==> config.mk <==
export PLATFORM = sky130hd
export DESIGN_NAME = add_sub_pipe
export DESIGN_NICKNAME = d
export VERILOG_FILES = /design/src/rtl/add_sub_pkg.sv /design/src/rtl/add_sub_core.sv /design/src/rtl/add_sub_pipe.sv
export SDC_FILE = /design/constraint.sdc
export NUM_CORES = 1
export LEC_CHECK = 0
export ABC_AREA = 1
export CAP_MARGIN = 20
export CORE_UTILIZATION = 40
export DETAILED_ROUTE_END_ITERATION = 8
export PLACE_DENSITY_LB_ADDON = 0.25
export SYNTH_ARGS = -nofsm -noshare
export SYNTH_HDL_FRONTEND = slang
export SYNTH_HIERARCHICAL = 1
export SYNTH_SLANG_ARGS = --single-unit
==> constraint.sdc <==
create_clock -name i_clock -period 3.4 [get_ports i_clock]
set_input_delay 0.68 -clock i_clock [delete_from_list [all_inputs] [get_ports i_clock]]
set_output_delay 0.68 -clock i_clock [all_outputs]
set_load 0.05 [all_outputs]
==> src/rtl/add_sub_pkg.sv <==
// Shared definitions for the pipelined add/sub primitive: op encoding and
// saturation limits sized to any operand width up to MAX_WIDTH.
package add_sub_pkg;

    typedef enum logic [1:0] {
        OP_ADD     = 2'b00,
        OP_SUB     = 2'b01,
        OP_ACC_ADD = 2'b10,
        OP_ACC_SUB = 2'b11
    } op_e;

    localparam int MAX_WIDTH = 64;

    // Limits are returned at MAX_WIDTH and sliced to the real width by the caller.
    function automatic logic [MAX_WIDTH-1:0] sat_max(input int width, input bit is_signed);
        logic [MAX_WIDTH-1:0] ones;
        ones = '1;
        sat_max = is_signed ? (ones >> (MAX_WIDTH - width + 1)) : (ones >> (MAX_WIDTH - width));
    endfunction

    function automatic logic [MAX_WIDTH-1:0] sat_min(input int width, input bit is_signed);
        logic [MAX_WIDTH-1:0] one;
        one = 1;
        sat_min = is_signed ? (one << (width - 1)) : '0;
    endfunction

endpackage

==> src/rtl/add_sub_core.sv <==
// Combinational add/sub datapath: WIDTH+1 sum, carry/not-borrow, overflow, clamp.
// Zero latency; no flow control.
module add_sub_core
    import add_sub_pkg::*;
#(
    parameter int WIDTH    = 16,
    parameter int SIGNED   = 1,
    parameter int SATURATE = 0
) (
    input  logic [WIDTH-1:0] x,
    input  logic [WIDTH-1:0] y,
    input  logic             cin,
    input  logic             sub,
    output logic [WIDTH-1:0] result,
    output logic             cout,
    output logic             overflow,
    output logic             sat
);

    localparam logic [MAX_WIDTH-1:0] HI_FULL = sat_max(WIDTH, SIGNED != 0);
    localparam logic [MAX_WIDTH-1:0] LO_FULL = sat_min(WIDTH, SIGNED != 0);
    localparam logic [WIDTH-1:0]     SAT_HI  = HI_FULL[WIDTH-1:0];
    localparam logic [WIDTH-1:0]     SAT_LO  = LO_FULL[WIDTH-1:0];

    logic [WIDTH-1:0] y_eff;
    logic [WIDTH:0]   sum;
    logic [WIDTH-1:0] raw;
    logic             x_msb;
    logic             y_msb;
    logic             r_msb;

    // Subtraction as X + ~Y + cin: the carry out of the top bit is the not-borrow.
    always_comb begin
        y_eff = sub ? ~y : y;
        sum   = {1'b0, x} + {1'b0, y_eff} + {{WIDTH{1'b0}}, cin};
        raw   = sum[WIDTH-1:0];
        cout  = sum[WIDTH];
        x_msb = x[WIDTH-1];
        y_msb = y[WIDTH-1];
        r_msb = raw[WIDTH-1];

        if (SIGNED != 0) begin
            if (sub) begin
                overflow = (x_msb != y_msb) && (r_msb != x_msb);
            end else begin
                overflow = (x_msb == y_msb) && (r_msb != x_msb);
            end
        end else begin
            overflow = sub ? ~cout : cout;
        end

        sat    = (SATURATE != 0) && overflow;
        result = raw;
        if (sat) begin
            if (SIGNED != 0) begin
                result = x_msb ? SAT_LO : SAT_HI;
            end else begin
                result = sub ? SAT_LO : SAT_HI;
            end
        end
    end

endmodule

==> src/rtl/add_sub_pipe.sv <==
// Pipelined add/sub with running accumulator and valid/ready handshake.
// Latency PIPE_DEPTH advancing cycles; whole pipe stalls when output is held or clken low.
module add_sub_pipe
    import add_sub_pkg::*;
#(
    parameter int WIDTH      = 16,
    parameter int PIPE_DEPTH = 2,
    parameter int SIGNED     = 1,
    parameter int SATURATE   = 0
) (
    input  logic             i_clock,
    input  logic             i_aclr,
    input  logic             i_clken,
    input  logic             i_valid,
    output logic             o_ready,
    input  logic [1:0]       i_op,
    input  logic             i_acc_clr,
    input  logic [WIDTH-1:0] i_a,
    input  logic [WIDTH-1:0] i_b,
    input  logic             i_cin,
    output logic             o_valid,
    input  logic             i_ready,
    output logic [WIDTH-1:0] o_result,
    output logic             o_cout,
    output logic             o_overflow,
    output logic             o_sat
);

    if (WIDTH < 2 || WIDTH > MAX_WIDTH) begin : g_bad_width
        $error("add_sub_pipe: WIDTH out of range");
    end
    if (PIPE_DEPTH < 1) begin : g_bad_depth
        $error("add_sub_pipe: PIPE_DEPTH must be at least 1");
    end

    typedef struct packed {
        logic [WIDTH-1:0] result;
        logic             cout;
        logic             overflow;
        logic             sat;
    } beat_t;

    op_e              op;
    logic             adv;
    logic             accept;
    logic             acc_op;
    logic             sub_op;
    logic [WIDTH-1:0] acc_q;
    logic [WIDTH-1:0] x;
    logic [WIDTH-1:0] y;
    beat_t            core_beat;
    logic [PIPE_DEPTH-1:0] vld_q;
    beat_t            dat_q [PIPE_DEPTH];

    assign op     = op_e'(i_op);
    assign acc_op = (op == OP_ACC_ADD) || (op == OP_ACC_SUB);
    assign sub_op = (op == OP_SUB) || (op == OP_ACC_SUB);

    // Bubbles travel with the pipe; nothing moves unless the output slot frees up.
    assign adv     = i_clken & (~o_valid | i_ready) & ~i_aclr;
    assign o_ready = adv;
    assign accept  = i_valid & adv;

    assign x = acc_op ? (i_acc_clr ? '0 : acc_q) : i_a;
    assign y = acc_op ? i_a : i_b;

    add_sub_core #(
        .WIDTH    (WIDTH),
        .SIGNED   (SIGNED),
        .SATURATE (SATURATE)
    ) u_core (
        .x        (x),
        .y        (y),
        .cin      (i_cin),
        .sub      (sub_op),
        .result   (core_beat.result),
        .cout     (core_beat.cout),
        .overflow (core_beat.overflow),
        .sat      (core_beat.sat)
    );

    // ACC loads the post-clamp result alongside stage 1, so consecutive
    // accumulate beats see each other's result without a hazard.
    always_ff @(posedge i_clock or posedge i_aclr) begin
        if (i_aclr) begin
            acc_q <= '0;
            vld_q <= '0;
            for (int i = 0; i < PIPE_DEPTH; i++) begin
                dat_q[i] <= '0;
            end
        end else if (adv) begin
            vld_q[0] <= i_valid;
            dat_q[0] <= core_beat;
            for (int i = 1; i < PIPE_DEPTH; i++) begin
                vld_q[i] <= vld_q[i-1];
                dat_q[i] <= dat_q[i-1];
            end
            if (accept && acc_op) begin
                acc_q <= core_beat.result;
            end
        end
    end

    assign o_valid    = vld_q[PIPE_DEPTH-1];
    assign o_result   = dat_q[PIPE_DEPTH-1].result;
    assign o_cout     = dat_q[PIPE_DEPTH-1].cout;
    assign o_overflow = dat_q[PIPE_DEPTH-1].overflow;
    assign o_sat      = dat_q[PIPE_DEPTH-1].sat;

endmodule

==> flow_metrics.env <==
export IMPL_async_reset_ff_frac=1.00
export IMPL_sw_frac_of_total=0.440
export IMPL_max_cap_violations=0
export IMPL_antenna_found_initial=0
export IMPL_cp_slowest_cell="clkdlybuf4s50_1"
export IMPL_fin_setup_tns_ns=0
export IMPL_gp_congestion=0.863
export IMPL_first_pass_iters=4
export IMPL_placedInstanceArea_mm2=0.00439
export IMPL_cts_tree="yes"
export IMPL_layout_common_cells="nand2_1 (192), clkdlybuf4s50_1 (59), dfrtp_1 (56), inv_1 (46), nor2_1 (32)"
export IMPL_min_path_type="flip-flop to flip-flop"
export IMPL_synth_net_count=590
export IMPL_whs_ns=0.476
export IMPL_grt_remaining_overflow=0
export IMPL_max_freq_mhz=334
export IMPL_antennaDiodeCount=0
export IMPL_critical_path_class="input port to flip-flop"
export IMPL_syn_inst=532
export IMPL_synth_seq_area_share=0.367
export IMPL_critPathTopFamily="adder cells"
export IMPL_vias=3265
export IMPL_cts_max_level=2
export IMPL_cts_root_buf="clkbuf_8"
export IMPL_grt_pass1_wl_mm=13.9
export IMPL_initial_core_util=0.413
export IMPL_hold_buffers=0
export IMPL_min_period_ns=3.00
export IMPL_core_mm2=0.00924
export IMPL_critPathMaxStageDelay_ns=0.47
export IMPL_slew_headroom=0.537
export IMPL_synth_edf_count=0
export IMPL_slew_violations=0
export IMPL_clk_latency_ns=0.31
export IMPL_r2r_slack_ns=0.92
export IMPL_finClkSkew_ns=0.00835
export IMPL_hold_depth=2
export IMPL_status="completed"
export IMPL_synth_top_cell_by_area="dfrtp_1"
export IMPL_port_buffers=61
export IMPL_switchingPower_w=0.00121
export IMPL_place_inst=685
export IMPL_hpwl_mm=5.94
export IMPL_grt_pass1_vias=3097
export IMPL_cts_buffers=5
export IMPL_cts_buffer_depth=2
export IMPL_wire_per_inst_um=11.5
export IMPL_r2r_start="acc_q[0]"
export IMPL_clock_sinks=56
export IMPL_ir_worst_vdd_v=0.000249
export IMPL_synth_seq_cells=56
export IMPL_synthFlopType="dfrtp_1"
export IMPL_final_cell_area_mm2=0.00447
export IMPL_die_h_um=99.7
export IMPL_hold_viol=0
export IMPL_power_density_mw_per_mm2=614
export IMPL_p_leak_nw=2.31
export IMPL_p_seq_frac=0.388
export IMPL_p_comb_frac=0.487
export IMPL_crit_path_end_kind="flip-flop"
export IMPL_grt_max_degree=72
export IMPL_ctsResizeCount=0
export IMPL_hp_start="o_result[10]"
export IMPL_groute_usage_overall=0.171
export IMPL_yosys_top_cells_area="dfrtp_1 (37%), nand2_1 (19%), xor2_1 (5.3%), ha_1 (4.9%), inv_1 (4.5%)"
export IMPL_routed_wl_mm=7.97
export IMPL_crit_path_max_fanout=4
export IMPL_netlist_area_leader_share=0.367
export IMPL_critPathArrivalTime_ns=3.24
export IMPL_drtAntennaViolNets=0
export IMPL_synth_distinct_cells=33
export IMPL_crit_chain="clkdlybuf4s50_1, inv_1, o21ai_0, inv_1, fa_1, fa_1, o21ai_2, nand3_1, nand4_1, xor2_1, nand4_1, nand2_1"
export IMPL_io_pins=62
export IMPL_std_cell_rows=35
export IMPL_multi_input_area_mm2=0.00196
export IMPL_min_to="o_result[10]"
export IMPL_via_per_inst=4.72
export IMPL_grt_setup_unrepaired="no"
export IMPL_syn_avg_cell_area_um2=7.17
export IMPL_timing_rr_end="acc_q[12]"
export IMPL_cp_required_ns=3.65
export IMPL_intPower_w=0.00154
export IMPL_reg2regPathDepth=11
export IMPL_cp_start_kind="input port"
export IMPL_regArea_mm2=0.00140
export IMPL_drtIter0Drc=245
export IMPL_fin_util=0.484
export IMPL_final_common_cell="nand2_1"
export IMPL_post_cts_setup_buffers=0
export IMPL_drive_gt1_frac=0.0551
export IMPL_nNetsFinal=621
export IMPL_finalSetupViolCount=0
export IMPL_synth_area_mm2=0.00382
export IMPL_tightest_slew_ns=0.694
export IMPL_die_x_um=99.7
export IMPL_fillers=983
export IMPL_die_area_mm2=0.00994
export IMPL_stdcell_count=692
export IMPL_yosys_warnings=6
export IMPL_period_share=0.881
export IMPL_area_growth_pct=17.2
export IMPL_path_clk_slew_ns=0.10
export IMPL_pwr_share_clk=0.126
export IMPL_drc=0
export IMPL_critPathBufInv=3
[synth_stat cells (2+ instances only)]
cell type / count
nand2_2: 4
o21ai_0: 23
inv_2: 3
nor2_2: 2
dfrtp_1: 56
nand3_1: 27
nor3_1: 2
nor2_1: 32
nand2_1: 192
buf_4: 22
xor2_1: 23
buf_6: 2
fa_1: 2
a21oi_1: 27
nand4_1: 18
clkbuf_1: 7
ha_1: 15
xnor2_1: 5
inv_1: 46
buf_2: 11
[worst reg2reg max path, delay by kind of cell (launching register included)]
kind                       cells  cell delay, ns
AOI/OAI and AO/OA              2            0.32
xor gates and xnor gates       1            0.20
adders and majority gates      2            0.92
buffers and inverters          1            0.08
DFF                            1            0.38
and+or+nand+nor                5            0.54
[cell families (layout without fill, tap and decap cells)]
logic type,count (synthesis),after routing,share of synthesized area
compound gates,54,54,0.0741
fa+ha+maj,17,17,0.0597
flops,56,56,0.367
other cells,1,1,0.000983
xor+xnor,28,28,0.0643
simple gates,284,284,0.314
buf+inv,92,123,0.120
[how the worst max path moves through the flow]
stage | start | endpoint | slack, ns | cells past startpoint
2_1_floorplan | i_op[1] | acc_q[14] | 0.39 | 14
3_3_place_gp | i_a[0] | acc_q[12] | 0.18 | 12
3_5_place_dp | i_a[0] | acc_q[12] | 0.08 | 12
4_1_cts | i_a[0] | acc_q[12] | 0.41 | 12
5_1_grt | i_a[0] | acc_q[14] | 0.17 | 15
6_report | i_a[0] | acc_q[12] | 0.40 | 12
[flip-flops by register name (all words and copies together), names as in the netlist]
signal	flops
o_sat	1
o_overflow	1
vld_q	2
acc_q	16
o_result	16
o_cout	1
dat_q	19
[metal layers]
metal	vias up	global-route usage	share of wire	wire length, um
li1	1713	-	-	-
met1	1475	0.245	0.51	4080
met2	70	0.272	0.44	3490
met4	0	0.0532	0.016	125
met5	-	0	0	0
met3	7	0.0176	0.034	274
[power by group through the flow]
| stage | registers (W) | logic (W) | clock network [W] |
|---|---|---|---|
| 2_1_floorplan | 0.00109 | 0.00104 | 0 |
| 3_3_place_gp | 0.00107 | 0.00132 | 0 |
| 3_5_place_dp | 0.00107 | 0.00135 | 0 |
| 4_1_cts | 0.00107 | 0.00134 | 0.000359 |
| 5_1_grt | 0.00110 | 0.00148 | 0.000384 |
| 6_report | 0.00106 | 0.00134 | 0.000346 |
[metrics by stage]
| stage | worst slack [ns] | power (W) |
|---|---|---|
| final | 0.404 | 0.00275 |
| after global routing | 0.166 | 0.00296 |
| after detailed placement | 0.0766 | 0.00242 |
| after floorplan | 0.390 | 0.00212 |
| after CTS | 0.411 | 0.00277 |
| after global placement | 0.184 | 0.00239 |
[area by class of cell]
cell class / instances / area share
clock buffer: 5 / 0.0154
inverter: 49 / 0.0411
timing repair buffer: 67 / 0.153
tap: 129 / 0.0361
clock inverter: 2 / 0.00280
multi-input combinational: 384 / 0.438
sequential: 56 / 0.313
No activity file was read; power rests on OpenSTA's default activity.
